<file path="src/rtl/aud_seq_pkg.sv">
// Shared types and defaults for the tone sequencer: FSM state encoding and note entry layout.
`timescale 1ns/1ps
package aud_seq_pkg;

    localparam int DEF_TICK_DIV = 50000;
    localparam int DEF_PERIOD_W = 24;
    localparam int DEF_DUR_W    = 12;
    localparam int DEF_ENTRY_W  = DEF_PERIOD_W + DEF_DUR_W;

    typedef enum logic [2:0] {
        IDLE  = 3'd0,
        FETCH = 3'd1,
        LOAD  = 3'd2,
        PLAY  = 3'd3,
        GAP   = 3'd4,
        ADV   = 3'd5
    } state_t;

endpackage

</file>
<file path="src/rtl/tone_sequencer_ram.sv">
// Note list storage: one write port, one registered read port, read-first on address collision.
`timescale 1ns/1ps
module tone_sequencer_ram
    import aud_seq_pkg::*;
#(
    parameter int DEPTH = 16,
    parameter int AW    = 4,
    parameter int W     = DEF_ENTRY_W
) (
    input  logic          clk50_i,
    input  logic          wr_en_i,
    input  logic [AW-1:0] wr_addr_i,
    input  logic [W-1:0]  wr_data_i,
    input  logic          rd_en_i,
    input  logic [AW-1:0] rd_addr_i,
    output logic [W-1:0]  rd_data_o
);

    logic [W-1:0] mem [DEPTH];

    // Both updates are non-blocking, so a same-address read returns the pre-write word.
    always_ff @(posedge clk50_i) begin
        if (wr_en_i) begin
            mem[wr_addr_i] <= wr_data_i;
        end
        if (rd_en_i) begin
            rd_data_o <= mem[rd_addr_i];
        end
    end

endmodule

</file>
<file path="src/rtl/tone_sequencer.sv">
// Steps through a programmed {period, duration} list and gates the square-wave tone generator.
`timescale 1ns/1ps
module tone_sequencer
    import aud_seq_pkg::*;
#(
    parameter int TICK_DIV = DEF_TICK_DIV,
    parameter int DEPTH    = 16,
    parameter int AW       = 4,
    parameter int PERIOD_W = DEF_PERIOD_W,
    parameter int DUR_W    = DEF_DUR_W,
    parameter int GAP_W    = 8
) (
    input  logic                clk50_i,
    input  logic                rst_n_i,
    input  logic                wr_en_i,
    input  logic [AW-1:0]       wr_addr_i,
    input  logic [PERIOD_W-1:0] wr_period_i,
    input  logic [DUR_W-1:0]    wr_dur_i,
    input  logic                start_i,
    input  logic                stop_i,
    input  logic                loop_i,
    input  logic [AW-1:0]       len_i,
    input  logic [GAP_W-1:0]    gap_i,
    output logic [PERIOD_W-1:0] period_o,
    output logic                tone_en_o,
    output logic                busy_o,
    output logic [AW-1:0]       note_idx_o,
    output logic                done_o,
    output logic [2:0]          state_o
);

    localparam int ENTRY_W = PERIOD_W + DUR_W;
    localparam int TICKS_W = (DUR_W > GAP_W) ? DUR_W : GAP_W;
    localparam int CNT_W   = TICKS_W + $clog2(TICK_DIV);

    state_t              state_q, state_d;
    logic [AW-1:0]       idx_q, idx_d;
    logic [CNT_W-1:0]    cnt_q, cnt_d;
    logic [PERIOD_W-1:0] period_q, period_d;
    logic                tone_en_q, tone_en_d;
    logic [AW-1:0]       note_idx_q, note_idx_d;
    logic                done_q, done_d;

    logic                rd_en;
    logic [ENTRY_W-1:0]  rd_data;
    logic [PERIOD_W-1:0] rd_period;
    logic [DUR_W-1:0]    rd_dur;
    logic [CNT_W-1:0]    dur_cycles;
    logic [CNT_W-1:0]    gap_cycles;

    tone_sequencer_ram #(
        .DEPTH (DEPTH),
        .AW    (AW),
        .W     (ENTRY_W)
    ) u_ram (
        .clk50_i   (clk50_i),
        .wr_en_i   (wr_en_i),
        .wr_addr_i (wr_addr_i),
        .wr_data_i ({wr_period_i, wr_dur_i}),
        .rd_en_i   (rd_en),
        .rd_addr_i (idx_q),
        .rd_data_o (rd_data)
    );

    assign rd_period  = rd_data[ENTRY_W-1:DUR_W];
    assign rd_dur     = rd_data[DUR_W-1:0];
    assign dur_cycles = CNT_W'(rd_dur) * CNT_W'(TICK_DIV);
    assign gap_cycles = CNT_W'(gap_i) * CNT_W'(TICK_DIV);

    // cnt_q holds remaining cycles minus one, so PLAY and GAP last exactly ticks*TICK_DIV cycles.
    always_comb begin
        state_d    = state_q;
        idx_d      = idx_q;
        cnt_d      = cnt_q;
        period_d   = period_q;
        tone_en_d  = tone_en_q;
        note_idx_d = note_idx_q;
        done_d     = 1'b0;
        rd_en      = 1'b0;
        if (stop_i) begin
            state_d   = IDLE;
            tone_en_d = 1'b0;
        end else begin
            case (state_q)
                IDLE: begin
                    if (start_i) begin
                        idx_d   = '0;
                        state_d = FETCH;
                    end
                end
                FETCH: begin
                    rd_en   = 1'b1;
                    state_d = LOAD;
                end
                LOAD: begin
                    period_d   = rd_period;
                    note_idx_d = idx_q;
                    if (rd_dur == '0) begin
                        tone_en_d = 1'b0;
                        state_d   = ADV;
                    end else begin
                        tone_en_d = (rd_period != '0);
                        cnt_d     = dur_cycles - CNT_W'(1);
                        state_d   = PLAY;
                    end
                end
                PLAY: begin
                    if (cnt_q == '0) begin
                        tone_en_d = 1'b0;
                        if (gap_i != '0) begin
                            cnt_d   = gap_cycles - CNT_W'(1);
                            state_d = GAP;
                        end else begin
                            state_d = ADV;
                        end
                    end else begin
                        cnt_d = cnt_q - CNT_W'(1);
                    end
                end
                GAP: begin
                    if (cnt_q == '0) begin
                        state_d = ADV;
                    end else begin
                        cnt_d = cnt_q - CNT_W'(1);
                    end
                end
                ADV: begin
                    if (idx_q != len_i) begin
                        idx_d   = idx_q + AW'(1);
                        state_d = FETCH;
                    end else if (loop_i) begin
                        idx_d   = '0;
                        state_d = FETCH;
                    end else begin
                        done_d  = 1'b1;
                        state_d = IDLE;
                    end
                end
                default: begin
                    state_d = IDLE;
                end
            endcase
        end
    end

    always_ff @(posedge clk50_i) begin
        if (!rst_n_i) begin
            state_q    <= IDLE;
            idx_q      <= '0;
            cnt_q      <= '0;
            period_q   <= '0;
            tone_en_q  <= 1'b0;
            note_idx_q <= '0;
            done_q     <= 1'b0;
        end else begin
            state_q    <= state_d;
            idx_q      <= idx_d;
            cnt_q      <= cnt_d;
            period_q   <= period_d;
            tone_en_q  <= tone_en_d;
            note_idx_q <= note_idx_d;
            done_q     <= done_d;
        end
    end

    assign period_o   = period_q;
    assign tone_en_o  = tone_en_q;
    assign note_idx_o = note_idx_q;
    assign done_o     = done_q;
    assign busy_o     = (state_q != IDLE);
    assign state_o    = state_q;

endmodule
</file>
<file path="config.mk">
export PLATFORM = sky130hd
export DESIGN_NAME = tone_sequencer
export DESIGN_NICKNAME = d
export VERILOG_FILES = /design/src/rtl/aud_seq_pkg.sv /design/src/rtl/tone_sequencer_ram.sv /design/src/rtl/tone_sequencer.sv
export SDC_FILE = /design/constraint.sdc
export NUM_CORES = 1
export LEC_CHECK = 0
export ABC_AREA = 1
export BUFFER_PORTS_ARGS = -buffer_cell sky130_fd_sc_hd__buf_4
export CORE_MARGIN = 2
export CORE_UTILIZATION = 50
export DETAILED_ROUTE_END_ITERATION = 12
export GPL_TIMING_DRIVEN = 1
export PLACE_DENSITY = 0.66
export SLEW_MARGIN = 40
export SYNTH_ARGS = -nofsm -noshare
export SYNTH_HDL_FRONTEND = slang
export SYNTH_SLANG_ARGS = --single-unit
</file>
<file path="constraint.sdc">
create_clock -name clk50_i -period 4.9 [get_ports clk50_i]
set_input_delay 0.245 -clock clk50_i [delete_from_list [all_inputs] [get_ports clk50_i]]
set_output_delay 0.245 -clock clk50_i [all_outputs]
set_load 0.02 [all_outputs]
</file>
# [Word-level counts from Yosys, hierarchy flattened]
# Memories as Yosys holds them, arrays and structs flattened. A register that Yosys moved wholly into a read port is not among the register bits.
# Index checks and enable logic that the tools add are counted.
[totals] wordCells=71 in_bits=58 ram_bits=576 mem_count=1 reg_bits=65
[classes] n_mux=25 addsub=4 n_eq_ne=13 bitwise=3 n_mul=2 reduce_logical=16
[mem_list] memory="u_ram.mem" depth=16 word_bits=36 read_ports=1 rd_clocked_by_memory_dff=1 wr=1 line_no="tone_sequencer_ram.sv:19" text="logic [W-1:0] mem [DEPTH];"
[ops] cell="28-bit 2-to-1 mux" count=4
[ops] cell="28-bit case mux with 3 select lines" count=1
[ops] cell="28-bit by 1-bit subtractor with 28-bit output (second input constant)" count=2
[ops] cell="28-bit logical NOT" count=1
[ops] cell="24-bit by 1-bit subtractor with 25-bit output (second input constant)" count=1
[ops] cell="12-bit by 12-bit multiplier with 24-bit output (second input constant)" count=1
[ops] cell="24-bit nonzero test" count=1
[ops] cell="8-bit by 12-bit multiplier with 20-bit output (second input constant)" count=1
[ops] cell="3-bit case mux with 6 select lines" count=1
[ops] cell="12-bit logical NOT" count=1
[ops] cell="3-bit 2-to-1 mux" count=4
[ops] cell="4-bit 2-to-1 mux" count=3
[ops] cell="1-bit 2-to-1 mux" count=10
[ops] cell="2-bit != test (second input constant)" count=5
[ops] cell="4-bit case mux with 2 select lines" count=1
[ops] cell="8-bit nonzero test" count=1
[ops] cell="3-bit by 2-bit == test with 1-bit output (second input constant)" count=2
[ops] cell="3-bit == test (second input constant)" count=2
[ops] cell="3-bit != test (second input constant)" count=2
[ops] cell="3-bit nonzero test" count=2
[ops] cell="5-bit AND reduction" count=1
[ops] cell="4-bit by 1-bit adder with 4-bit output (second input constant)" count=1
[ops] cell="4-bit != test" count=1
[ops] cell="2-bit AND reduction" count=2
[ops] cell="other kinds (9)" count=12

# [Longest topological paths before layout]
[depth] word_depth=5 mapped_depth=29 mapped_depth_nobuf=29

# [Hierarchy]
# Synthesis repeated with hierarchy kept, for this count alone.
[hier_totals] hier_cells=3837 area_unflattened_um2=35252.6
[modules_own_cells] module="tone_sequencer_ram" cells_per_inst=2379 instances=1 area_each_um2=25754.7
[modules_own_cells] module="tone_sequencer" cells_per_inst=1458 instances=1 area_each_um2=9497.9

# [Least setup slack after synthesis]
# No wires, ideal clock.
[synth_timing] path_kind="register to register" startpoint="register u_ram.rd_data_o[2], read port of u_ram.mem" endpoint="register cnt_q[25]" setup_ns=0.109 path_slack_ns=0.692 t_arrival_ns=4.099 path_buffers=0 path_stages_with_launch=26 path_cell_list="edfxtp_1 -> inv_1 -> ha_1 -> ha_1 -> xor2_1 -> ha_1 -> fa_1 -> inv_1 -> fa_1 -> inv_1 -> ha_1 -> nand2_1 -> nor2_1 -> nand3_1 -> nand4_1 -> nand2_2 -> nor2_4 -> nand2_2 -> nor2_2 -> nand3_1 -> nand2_1 -> nand2_1 -> nand2_1 -> nand3_1 -> nand2_1 -> inv_1"
[synth_via] elab_chain_len=4 word_cells_on_any_way=7
[synth_rtl] item="start: declaration" line_no="tone_sequencer_ram.sv:16" text="output logic [W-1:0] rd_data_o"
[synth_rtl] item="12-bit by 12-bit multiplier with 24-bit output" line_no="tone_sequencer.sv:67" text="assign dur_cycles = CNT_W'(rd_dur) * CNT_W'(TICK_DIV);"
[synth_rtl] item="28-bit by 1-bit subtractor with 28-bit output" line_no="tone_sequencer.sv:103" text="cnt_d = dur_cycles - CNT_W'(1);"
[synth_rtl] item="28-bit 2-to-1 mux" line_no="tone_sequencer.sv:98" text="if (rd_dur == '0) begin"
[synth_rtl] item="28-bit case mux with 3 select lines" line_no="tone_sequencer.sv:84" text="case (state_q)"
[synth_rtl] item="end signal: assignment" line_no="tone_sequencer.sv:158" text="cnt_q <= cnt_d;"
[synth_rtl] item="end: declaration" line_no="tone_sequencer.sv:38" text="logic [CNT_W-1:0] cnt_q, cnt_d;"
# Several ways; a longest one is shown, not always the timed one. The select of a mux whose other input is x is not followed.
# A chain may end at the register's enable or synchronous reset.

# [Worst setup path after layout]
[layout_timing] startpoint="register u_ram.rd_data_o[9], read port of u_ram.mem" endpoint="register cnt_q[27]"
# Same word-level chain as after synthesis.

==> summary.txt <==
Route
  – Vias per inst: between 5 and 6
  – Drt first-iter violations: 1,813
  – Drt total wl: roughly 84,000 um
  – DR pass1 iterations: 5
  – Drc violations: 0
  – Vias: about 23,000
  – Routed Antenna Nets: 0
  – Routed len/inst: slightly above 20 um

Pwr
  – Max VDD drop: 351.8 uV
  – LEAKAGE: approximately 0.015 uW
  – Combinational Power Share: 0.200
  – Pwr dens: between 300 and 400 nW/um^2
  – Clock network power share: 0.358
  – Sequential share of power: 0.443
  – Int Pwr: 10,450 uW
  – Sw frac: 0.2861
  – Psw: roughly 4200 uW

Placed design
  – Routability congestion estimate: ~0.91
  – Post-DP HPWL: 54,290 um
  – IO Port Bufs: 91
  – Pre-CTS setup slack: ~0.22 ns

Setup path
  – CP max FO: 5
  – Critical path type: flop to flop
  – Slowest CP cell: fa_1
  – CP top delay family: adder cells
  – CP endpoint kind: flop
  – CP Data Arrival Time: a little over 5 ns
  – Critical Path RT: 5.40 ns
  – Worst setup SP type: flop
  – CP Buf/Inv Count: 4
  – Worst path max stage delay: roughly 0.50 ns
  – Crit-path cells: ha_1 -> ha_1 -> fa_1 -> inv_1 -> fa_1 -> fa_1 -> inv_1 -> ha_2 -> nand2_1 -> nor2_1 -> nand3_1 -> nand3_1 -> nand2_1 -> nand2_1 -> nand2_4 -> inv_1 -> nand2_1 -> nor2_1 -> nand3_1 -> nand3_1 -> nand3_1 -> nand2_1 -> inv_1

Timing
  – Worst slew pin tran: between 0.8 and 0.9 ns
  – Highest Clock Rate: 216.5 MHz
  – RSZ-0062 raised after global routing: no
  – Max_slew headroom: 0.4505
  – Setup TNS: 0 ns
  – Worst Skew: around 0.027 ns
  – Period utilization: 0.9425
  – Slew Viols, Final: 0
  – Setup violations, final: 0
  – Final hold violations: 0
  – Period minus WS final: around 4.6 ns
  – Setup ws final: about 0.28 ns

CTS
  – Buffer depth of the longest clock path: 3
  – CTS tree: done
  – Worst-Skew Late Latency: around 0.6 ns
  – Num CTS Buffers: 73
  – Clock root buffer: clkbuf_16
  – Htree depth: 3
  – CTS clk-pin slew, worst paths: approximately 0.070 ns
  – CTS sink cnt: a little under 700

Synthesis
  – Sequential element share of the synthesized area: 0.5833
  – EDFF count, synth: 612
  – Post-Synth XOR/XNOR Area: 0.01242
  – Post-synth cell types: 54
  – Syn avg cell area: 11.03 sq um
  – Cell area after synthesis: around 34,000 sq um
  – Synth Register Bits: 677
  – Yosys warns: 0
  – Synth Flop Type: edfxtp_1
  – Asr flop ratio synth: 0
  – Post-Synthesis Cells: about 3,000
  – Share of synthesized cell area in and, or, nand and nor gates: 0.1117
  – Synth Area in Compound Gates: 0.1080
  – Post-synthesis adder-cell area fraction: 0.07930
  – Main combinational cell family by area after synthesis: simple AND/OR/NAND/NOR gates
  – Syn_nets: 3,307
  – Post-synthesis mux area share: 0.04273

Die
  – # rows: 95
  – Die width: 263.8 um
  – Initial core utilization: 0.5032
  – Die Height: around 260 um
  – Core Area: between 60,000 and 70,000 sq um
  – Io pins: slightly above 90
  – Die footprint: 69,560 sq um

Global routing
  – First-pass GRT wire length: approximately 130,000 um
  – Gr usage total: 0.2411
  – Largest net degree at the start of global routing: about 150
  – Vias in the first global route: 23,150
  – GRT Residual Overflow: 0
  – Initial antenna violation count: 5

Status
  – Status: completed

Final layout
  – Synthesis-to-layout area growth: 14.40%
  – Share of layout cells above drive strength 1: 0.1160
  – Fillers: 5,558
  – Register Area: ~20,000 sq um
  – Nets: ~3,400
  – Multi-input gate area in the final layout: 12,130 sq um
  – Final Util: 0.5757

Worst hold path
  – Hold WC Path Type: input pin to flop

Job
  – Max Cap Viol: 0
## registers in the layout, indices dropped and copies added (netlist names)
| name | cells |
|---|---|
| note_idx_o | 4 |
| idx_q | 4 |
| period_o | 24 |
| cnt_q | 28 |
| state_o | 3 |
| u_ram.mem | 576 |
| done_o | 1 |
| u_ram.rd_data_o | 36 |
| tone_en_o | 1 |
## routing by layer
layer / GRT usage / wire, um
met5: 0 / 13
met4: 0.08492 / 2559
met1: 0.3168 / 35700
met3: 0.04353 / 5158
met2: 0.4036 / 40230
## power by group through the flow
| stage | logic, uW | clock network (uW) | registers (uW) |
|---|---|---|---|
| 4_1_cts | 2870 | 5330 | 6490 |
| 3_3_place_gp | 2780 | 0 | 6610 |
| 2_1_floorplan | 2100 | 0 | 6580 |
| 5_1_grt | 3310 | 5560 | 6490 |
| 3_5_place_dp | 2830 | 0 | 6610 |
| 6_report | 2920 | 5240 | 6480 |
## logic make-up (layout without fill, tap and decap cells)
logic type,after synthesis,count (layout)
AND/OR/NAND/NOR,809,809
other,0,3
buffers and inverters,551,744
adder cells (fa/ha/maj),191,191
flip-flops,677,677
AO/OA/AOI/OAI,639,639
multiplexers,144,144
XOR/XNOR,47,47
## tightest hold or removal path, delay by kind of cell
family                 cells  cell delay, ns
buffers and inverters      1            0.11
AOI/OAI and AO/OA          2            0.14
and+or+nand+nor            2            0.21
## cell type report
cell class              instances  share of cell area
clock inverters                42             0.01002
clock buffers                  88             0.04879
repair buffers                187             0.04636
flip-flops and latches        677              0.5102
well taps                     873             0.02830
multi-input cells            1830              0.3144
diodes                          3           0.0001945
inverters                     427             0.04166
## placed cells by master, fill, tap and decap left out, types with 38 or more instances in the layout
cell / count
edfxtp_1: 612
inv_1: 411
nand2_1: 384
o21ai_0: 229
a21oi_1: 228
nand3_1: 152
o211ai_1: 148
ha_1: 148
mux2i_1: 144
buf_4: 127
nor2_1: 104
clkbuf_16: 73
dfxtp_1: 61
xor2_1: 38
fa_1: 38
dlygate4sd3_1: 38
## cells in the mapped netlist, types with 2 or more instances
library cell | instances | area share
a31oi_1 | 11 | 0.0020
o2111ai_1 | 2 | 0.00052
xor2_1 | 38 | 0.0099
buf_2 | 24 | 0.0036
nor2_8 | 2 | 0.0012
nand2_1 | 389 | 0.043
edfxtp_1 | 612 | 0.54
nor4_1 | 7 | 0.0013
a21oi_1 | 228 | 0.034
nor2_4 | 9 | 0.0030
or2_2 | 4 | 0.00074
nand3_1 | 152 | 0.023
o21ai_0 | 229 | 0.034
nand4_1 | 25 | 0.0046
nor3b_1 | 2 | 0.00044
a21oi_2 | 2 | 0.00052
and2_1 | 3 | 0.00056
ha_1 | 153 | 0.057
buf_1 | 10 | 0.0011
nor3_2 | 3 | 0.00089
clkinv_1 | 2 | 0.00022
a211oi_1 | 6 | 0.0013
nor3_1 | 13 | 0.0019
clkbuf_1 | 88 | 0.0098
a41oi_1 | 2 | 0.00052
xnor2_1 | 8 | 0.0021
a21boi_0 | 2 | 0.00044
nand2_2 | 28 | 0.0052
o21ai_1 | 4 | 0.00059
nor2_1 | 123 | 0.014
or2_4 | 2 | 0.00052
nor2_2 | 18 | 0.0033
inv_1 | 412 | 0.046
nand3b_1 | 13 | 0.0029
o211ai_1 | 148 | 0.033
nand3_2 | 8 | 0.0024
inv_2 | 13 | 0.0014
nand2_4 | 3 | 0.0010
dfxtp_1 | 65 | 0.039
fa_1 | 38 | 0.023
mux2i_1 | 144 | 0.043
## path summary, 6_finish.rpt
| check | slack (ns) | endpoint | cells after the start | startpoint |
|---|---|---|---|---|
| worst min register to register | 0.46 | cnt_q[0] | 1 | cnt_q[0] |
| worst max-delay path | 0.28 | cnt_q[27] | 23 | u_ram.rd_data_o[9] |
| worst min-delay path | 0.15 | state_o[0] | 5 | start_i |
| worst max register to register | 0.28 | cnt_q[27] | 23 | u_ram.rd_data_o[9] |
## stage by stage
stage	hold slack (ns)	power, uW	instance area (sq um)	instances
6_report	0.1504	14640	38590	4127
5_1_grt	0.1806	15350	38590	4126
4_1_cts	0.1027	14700	38450	4116
3_5_place_dp	0.4534	9441	35800	3948
3_3_place_gp	0.4481	9386	35450	3932
2_1_floorplan	0.3439	8674	33730	3058
## what timing repair did
item / 4_1_cts / 5_1_grt
gates resized for setup: 0 / 13
hold endpoints to repair: 578 / 0
setup buffers: 0 / 6
endpoints found under the setup margin: 0 / 10
hold buffers: 38 / 0
Power figures use the tool's default switching activity.
